File: src/rtl/isq_pkg.sv
// Issue-queue shared definitions: default sizes and the line field layout.
// A line is {val, wat, inst}; wait bit sits at INST_WIDTH, valid at INST_WIDTH+1.
package isq_pkg;

  localparam int ISQ_INST_WIDTH = 56;
  localparam int ISQ_DEPTH      = 16;
  localparam int ISQ_LINE_W     = ISQ_INST_WIDTH + 2;
  localparam int ISQ_WAT_POS    = ISQ_INST_WIDTH;
  localparam int ISQ_VAL_POS    = ISQ_INST_WIDTH + 1;

  typedef struct packed {
    logic                      val;
    logic                      wat;
    logic [ISQ_INST_WIDTH-1:0] inst;
  } isq_line_t;

endpackage

File: src/rtl/isq_ent.sv
// Single issue-queue line register, async active-high reset.
// Ports: clr/shf/ld/wake controls (that priority), up_q/up_wake neighbour, ld_d insert data, q line.
import isq_pkg::*;

module isq_ent #(
  parameter int W = ISQ_LINE_W
) (
  input  logic         clk,
  input  logic         rst,
  input  logic         clr,
  input  logic         shf,
  input  logic         ld,
  input  logic         wake,
  input  logic [W-1:0] up_q,
  input  logic         up_wake,
  input  logic [W-1:0] ld_d,
  output logic [W-1:0] q
);

  localparam int VAL = W - 1;
  localparam int WAT = W - 2;

  always_ff @(posedge clk or posedge rst) begin
    if (rst) begin
      q <= '0;
    end else if (clr) begin
      q <= '0;
    end else if (shf) begin
      // a wakeup aimed at the neighbour travels down with it
      q <= {up_q[VAL], up_q[WAT] & ~up_wake, up_q[W-3:0]};
    end else if (ld) begin
      q <= ld_d;
    end else if (wake) begin
      q[WAT] <= 1'b0;
    end
  end

endmodule

File: src/rtl/isq_bank.sv
// Collapsing issue-queue bank: tail insert, oldest-ready issue, wakeup, flushes.
// Ports: ins_* insert, iss_* issue, wake_vec, fls_* flush, count/empty status.
import isq_pkg::*;

module isq_bank #(
  parameter int INST_WIDTH = ISQ_INST_WIDTH,
  parameter int DEPTH      = ISQ_DEPTH,
  parameter int IDX_WIDTH  = $clog2(DEPTH),
  parameter int CNT_WIDTH  = IDX_WIDTH + 1
) (
  input  logic                  clk,
  input  logic                  rst,
  input  logic                  ins_vld,
  input  logic                  ins_wat,
  input  logic [INST_WIDTH-1:0] ins_inst,
  output logic                  ins_rdy,
  input  logic                  iss_rdy,
  output logic                  iss_vld,
  output logic [INST_WIDTH-1:0] iss_inst,
  output logic [IDX_WIDTH-1:0]  iss_idx,
  input  logic [DEPTH-1:0]      wake_vec,
  input  logic                  fls_all,
  input  logic                  fls_yng,
  input  logic [CNT_WIDTH-1:0]  fls_keep,
  output logic [CNT_WIDTH-1:0]  count,
  output logic                  empty
);

  localparam int LW = INST_WIDTH + 2;
  localparam logic [CNT_WIDTH-1:0] ONE  = CNT_WIDTH'(1);
  localparam logic [CNT_WIDTH-1:0] FULL = CNT_WIDTH'(DEPTH);

  logic [LW-1:0]        q [DEPTH];
  logic [CNT_WIDTH-1:0] cnt;
  logic [CNT_WIDTH-1:0] ins_pos;
  logic [IDX_WIDTH-1:0] sel;
  logic                 found;
  logic                 iss_fire;
  logic                 ins_fire;
  logic                 fls_any;

  always_comb begin
    found = 1'b0;
    sel   = '0;
    for (int i = DEPTH - 1; i >= 0; i--) begin
      if (q[i][LW-1] & ~q[i][LW-2]) begin
        found = 1'b1;
        sel   = IDX_WIDTH'(i);
      end
    end
  end

  assign fls_any  = fls_all | fls_yng;
  assign iss_vld  = found & ~fls_any;
  assign iss_idx  = sel;
  assign iss_inst = found ? q[sel][INST_WIDTH-1:0] : '0;
  assign iss_fire = iss_vld & iss_rdy;
  assign ins_rdy  = (cnt != FULL);
  assign ins_fire = ins_vld & ins_rdy & ~fls_any;
  // with a same-cycle issue the tail has already slid down one slot
  assign ins_pos  = iss_fire ? cnt - ONE : cnt;
  assign count    = cnt;
  assign empty    = (cnt == '0);

  for (genvar g = 0; g < DEPTH; g++) begin : g_ent
    localparam logic [CNT_WIDTH-1:0] GI = CNT_WIDTH'(g);
    logic [LW-1:0] up;
    logic          up_w;
    logic          clr;
    logic          shf;
    logic          ld;

    if (g == DEPTH - 1) begin : g_top
      assign up   = '0;
      assign up_w = 1'b0;
    end else begin : g_mid
      assign up   = q[g+1];
      assign up_w = wake_vec[g+1];
    end

    // vacated tail is cleared only if no insert refills it
    assign clr = fls_all
               | (fls_yng & (GI >= fls_keep))
               | (iss_fire & ~ins_fire & (GI == cnt - ONE));
    assign shf = iss_fire & (GI >= {1'b0, sel}) & (GI + ONE < cnt);
    assign ld  = ins_fire & (GI == ins_pos);

    isq_ent #(.W(LW)) u_ent (
      .clk     (clk),
      .rst     (rst),
      .clr     (clr),
      .shf     (shf),
      .ld      (ld),
      .wake    (wake_vec[g]),
      .up_q    (up),
      .up_wake (up_w),
      .ld_d    ({1'b1, ins_wat, ins_inst}),
      .q       (q[g])
    );
  end

  always_ff @(posedge clk or posedge rst) begin
    if (rst) begin
      cnt <= '0;
    end else if (fls_all) begin
      cnt <= '0;
    end else if (fls_yng) begin
      cnt <= (fls_keep < cnt) ? fls_keep : cnt;
    end else if (ins_fire & ~iss_fire) begin
      cnt <= cnt + ONE;
    end else if (iss_fire & ~ins_fire) begin
      cnt <= cnt - ONE;
    end
  end

endmodule
File: config.mk
export PLATFORM = sky130hd
export DESIGN_NAME = isq_bank
export DESIGN_NICKNAME = d
export VERILOG_FILES = /design/src/rtl/isq_pkg.sv /design/src/rtl/isq_ent.sv /design/src/rtl/isq_bank.sv
export SDC_FILE = /design/constraint.sdc
export NUM_CORES = 2
export LEC_CHECK = 0
export CORE_MARGIN = 2
export CORE_UTILIZATION = 33
export DETAILED_ROUTE_END_ITERATION = 10
export GPL_TIMING_DRIVEN = 0
export PLACE_DENSITY = 0.46
export SKIP_CTS_REPAIR_TIMING = 1
export SLEW_MARGIN = 20
export SYNTH_ARGS = -nofsm -noshare
export SYNTH_HDL_FRONTEND = slang
export SYNTH_SLANG_ARGS = --single-unit
File: constraint.sdc
create_clock -name clk -period 43.5 [get_ports clk]
set_clock_uncertainty 0.05 [all_clocks]
set_input_delay 6.525 -clock clk [delete_from_list [all_inputs] [get_ports clk]]
set_output_delay 6.525 -clock clk [all_outputs]
set_load 0.01 [all_outputs]
**After elaboration in Yosys (flattened, before gate mapping)**

Cells that the tools add are included.

- Flip-flop bits (word level): 933
- Word-level logic and storage cells: 475

- Add/sub/neg operators: 2
- $lt $le $gt $ge: 49
- Equality and inequality tests: 32
- Muxes and demuxes: 138
- Bitwise operators: 184
- Reduce and logical (&&, ||, !) cells: 37

Operators with widths:

| cell | number |
|---|---|
| 58-bit 2-to-1 mux | 32 |
| 56-bit 2-to-1 mux | 19 |
| 58-bit binary-select mux with 4-bit select | 1 |
| 1-bit bitwise AND | 116 |
| 4-bit by 5-bit == test with 1-bit output, first input constant | 16 |
| 4-bit nonzero test | 17 |
| 1-bit 2-to-1 mux | 64 |
| 4-bit 2-to-1 mux | 16 |
| 3-bit nonzero test | 16 |
| 3-bit by 5-bit == test with 1-bit output, first input constant | 8 |
| 4-bit by 5-bit >= comparator with 1-bit output, first input constant | 8 |
| 4-bit by 5-bit < comparator with 1-bit output, first input constant | 8 |
| 1-bit inverter | 34 |
| 1-bit OR | 33 |
| 5-bit 2-to-1 mux | 6 |
| 4-bit >= comparator, first input constant | 7 |
| 2-bit by 5-bit == test with 1-bit output, first input constant | 4 |
| 3-bit by 5-bit >= comparator with 1-bit output, first input constant | 4 |
| 3-bit by 5-bit < comparator with 1-bit output, first input constant | 4 |
| 3-bit by 4-bit >= comparator with 1-bit output, first input constant | 4 |
| 5-bit zero test | 3 |
| 1-bit by 5-bit == test with 1-bit output, first input constant | 2 |
| 1-bit by 5-bit >= comparator with 1-bit output, first input constant | 2 |
| 2-bit by 5-bit >= comparator with 1-bit output, first input constant | 2 |
| 13 further kinds | 16 |

**Depth between registers and ports, before layout**

- Depth after elaboration: 26
- Depth in mapped cells: 16

**Hierarchy**

Synthesis repeated with hierarchy kept, for this count alone.

- Cell total of the unflattened synthesis: 5478
- Area total of the unflattened synthesis: 56638.1 um^2

By module, submodules not included:

| module | instances | cells an instance | area each (um^2) |
|---|---|---|---|
| isq_ent | 16 | 256 | 3024.2 |
| isq_bank | 1 | 1382 | 8251.7 |

**Worst setup path after synthesis**

OpenSTA, ideal clock, no wires.

- Kind: input-to-output
- From: input port fls_all
- To: output port iss_vld
- Data arrival time: 7175 ps
- Required time: 36925 ps
- Setup slack: 29750 ps
- Stages on the path: 3
- Buffers on the path: 2
- Path through: buf_2 clkbuf_1 nor3_1

- Word-level cells in the longest chain between the ends: 3

RTL lines:

| element | RTL line | source |
|---|---|---|
| start: declaration | isq_bank.sv:22 | `input logic fls_all,` |
| 1-bit OR | isq_bank.sv:53 | `assign fls_any = fls_all \| fls_yng;` |
| 1-bit inverter | isq_bank.sv:54 | `assign iss_vld = found & ~fls_any;` |
| 1-bit bitwise AND | isq_bank.sv:54 |  |
| end: declaration | isq_bank.sv:18 | `output logic iss_vld,` |

Every way passes these cells.

**Worst setup path after layout**

- From: input port fls_yng
- To: output port iss_vld

- Word-level cells in the longest chain between the ends: 3

RTL lines:

| element | RTL line | source |
|---|---|---|
| start: declaration | isq_bank.sv:23 | `input logic fls_yng,` |
| 1-bit OR | isq_bank.sv:53 |  |
| 1-bit inverter | isq_bank.sv:54 |  |
| 1-bit bitwise AND | isq_bank.sv:54 |  |

Every way passes these cells.

==> out/qor.txt <==
Commonest non-fill, non-tap cell in the layout: nand2_1
Layout cells sized above 1: 0.0645
Post-route ant nets: 0
CTS root buffer: clkbuf_16
CTS clk-pin slew, worst paths: 0.06 ns
I/O pin count: 152
CP max FO: 10
Wire per inst: 32.7 um
CP peak stage delay: 0.97 ns
WS Path Type: input pin to output port
Area Growth Syn to Fin: 17.2%
Post-synth EDFFs: 0
Top Metal Used: met5
# fillers: 16500
Vias/cell: 6.03
Die area: 162000 um^2
Unrepaired setup endpoints after global routing: no
Power per cell area: 44.0 nW/um^2
DR WL met2: 119000 um
Required @ worst endpoint: 36.92 ns
Placer congestion estimate: 0.963
Placed Area: 57500 um^2
Total CTS buffers: 116
Setup-failing EPs final: 0
Startpoint types: input pin
Initial Utilization: 0.332
Status: finished clean
Site Rows: 146
Final HPWL DP: 203000 um
First-pass GRT wire length: 384000 um
IO Port Bufs: 150
Crit path max-delay family: buffers and inverters
Crit-path cells: clkdlybuf4s50_1 > clkbuf_1 > nor3_1 > clkdlybuf4s50_1
Slowest cell on the critical path: nor3_1
Hold crit path type: flip-flop to flip-flop
Setup crit end kind: output port
Final worst-path cycle share: 0.365
DRC errors left: 0
Iter 0 DRT Violations: 5787
Arrival @ worst endpoint: 9.29 ns
Post-route cell area: 61500 um^2
Wl on met1: 117000 um
Sequential fraction of the synthesis area: 0.445
Mapped Cells: 5947
Synthesized net count: 6044
Core area: 158000 um^2
Final WL: 275000 um
Avg Cell Area, Syn: 8.83 um^2
Via count of the routed design: 50800
Vias in the first global route: 49600
Slew Limit Fails: 0
Distinct cells, synth: 67
F_max: 0.0631 GHz
Most frequent cells in the layout: 1337 x nand2_1, 933 x dfrtp_1, 723 x mux2i_1, 656 x o21ai_0, 472 x clkbuf_1
Grt ovf: 0
Overall die height: 403 um
Wire length on met3: 27300 um
Clock period minus worst slack: 15.86 ns
TritonCTS clock tree: done
Crit path buf inv count: 3
Clock buffer depth: 3
Setup tns final: 0 ns
Initial antenna violation count: 38
Pwr Total: 2.70 mW
Final #Nets: 6341
Max rail drop VDD: 36.4 uV
Primary FF master, synth: dfrtp_1
Largest net degree at the start of global routing: 96
Leakage power: 26.8 nW
Worst-Skew Late Latency: 0.80 ns
Worst Max-Slew Pin Slew: 1.30 ns
# Max-Cap Violations: 0
CTS H-tree depth: 3
Worst relative slew slack: 0.132
Most frequent CP cell: clkdlybuf4s50_1
First-pass detailed-route iteration total: 8
Async S/R FF share, synth: 1.00
Post-synth design cell area: 52500 um^2
Total GRT Usage: 0.331
Synth warn: 0
CTS sink count: 933
Die extent in x: 403 um
Hold Fails Final Rpt: 0
FF+latch count, synth: 933
==> per-layer routing <==
layer,GRT usage,up-vias
li1,-,22100
met1,0.452,25600
met2,0.494,2579
met3,0.0889,528
met4,0.135,18
met5,0,-
==> cell usage after synthesis, types with 7 or more instances <==
library cell  number  area (um^2)
a211oi_1         179         1340
a21oi_1          291         1460
a311oi_1          58          508
a31oi_1          347         2170
and2_1             8         50.1
and3_1           170         1060
buf_1             28          105
buf_2             99          495
buf_4             11         82.6
clkbuf_1         484         1820
dfrtp_1          933        23300
ha_1              13          163
inv_1             10         37.5
mux2i_1          723         7240
nand2_1         1337         5020
nand2b_1          22          138
nand3_1           18         90.1
nor2_1            82          308
nor2b_1           19          119
nor3_1            12         60.1
o211a_1           58          581
o21ai_0          656         3280
o21ai_1           43          215
o221ai_1          78          683
o31ai_1          169         1270
or3_1              7         43.8
==> where the power goes <==
part / internal, mW / switching [mW] / total, mW
Clock: 0.611 / 0.433 / 1.04
Combinational: 0.196 / 0.533 / 0.729
Sequential: 0.902 / 0.0294 / 0.931
Total: 1.71 / 0.996 / 2.70
==> through the flow <==
| step | utilization | setup WS (ns) | hold WS [ns] | std cells |
|---|---|---|---|---|
| after detailed placement | 0.363 | 27.87 | 0.416 | 8197 |
| final | 0.389 | 27.64 | 0.426 | 8425 |
| after global routing | 0.389 | 27.72 | 0.442 | 8420 |
| after global placement | 0.358 | -4.63 | 0.410 | 8169 |
| after floorplan | - | 10.69 | 0.399 | 5947 |
| after CTS | 0.389 | 27.85 | 0.430 | 8411 |
==> tightest hold or removal path, cell delays in order, from the launching register on <==
cell and delay [ns]:
dfrtp_1 0.34, nand2_1 0.05, o31ai_1 0.05
==> worst paths after layout <==
check                                        to                 from  cells after the start  slack [ns]
max in group asynchronous  g_ent[8].u_ent.q[39]                  rst                      6       35.10
hold reg to reg             g_ent[0].u_ent.q[4]  g_ent[0].u_ent.q[4]                      2        0.43
hold / removal              g_ent[0].u_ent.q[4]  g_ent[0].u_ent.q[4]                      2        0.43
setup reg to reg            g_ent[2].u_ent.q[4]             count[0]                     16       36.63
min in group asynchronous  g_ent[12].u_ent.q[3]                  rst                      2        6.12
setup / recovery                        iss_vld              fls_yng                      4       27.64
==> state kept, by name, summed over array words and instances, names as in the netlist <==
name           flops
g_ent.u_ent.q    928
count              5
==> cell type report <==
cell class / instances / area (um^2) / share of cell area
diodes: 13 / 32.5 / 0.000529
repair buffers: 179 / 2200 / 0.0358
flip-flops and latches: 933 / 23300 / 0.379
plain buffers: 625 / 2580 / 0.0419
clock inverters: 35 / 485 / 0.00789
inverters: 17 / 71.3 / 0.00116
well taps: 2072 / 2590 / 0.0421
multi-input cells: 4372 / 26700 / 0.434
clock buffers: 179 / 3540 / 0.0576
==> logic make-up (layout without fill, tap and decap cells) <==
family | count (synthesis) | in the layout | share of synthesized area
AOI/OAI and AO/OA | 1925 | 1925 | 0.228
and+or+nand+nor | 1704 | 1704 | 0.136
DFF | 933 | 933 | 0.445
muxes | 724 | 724 | 0.138
buffers and inverters | 642 | 1035 | 0.0495
adders and majority gates | 13 | 13 | 0.00310
xor gates and xnor gates | 6 | 6 | 0.00100
other | 0 | 13 | 0
Power figures use the tool's default switching activity.
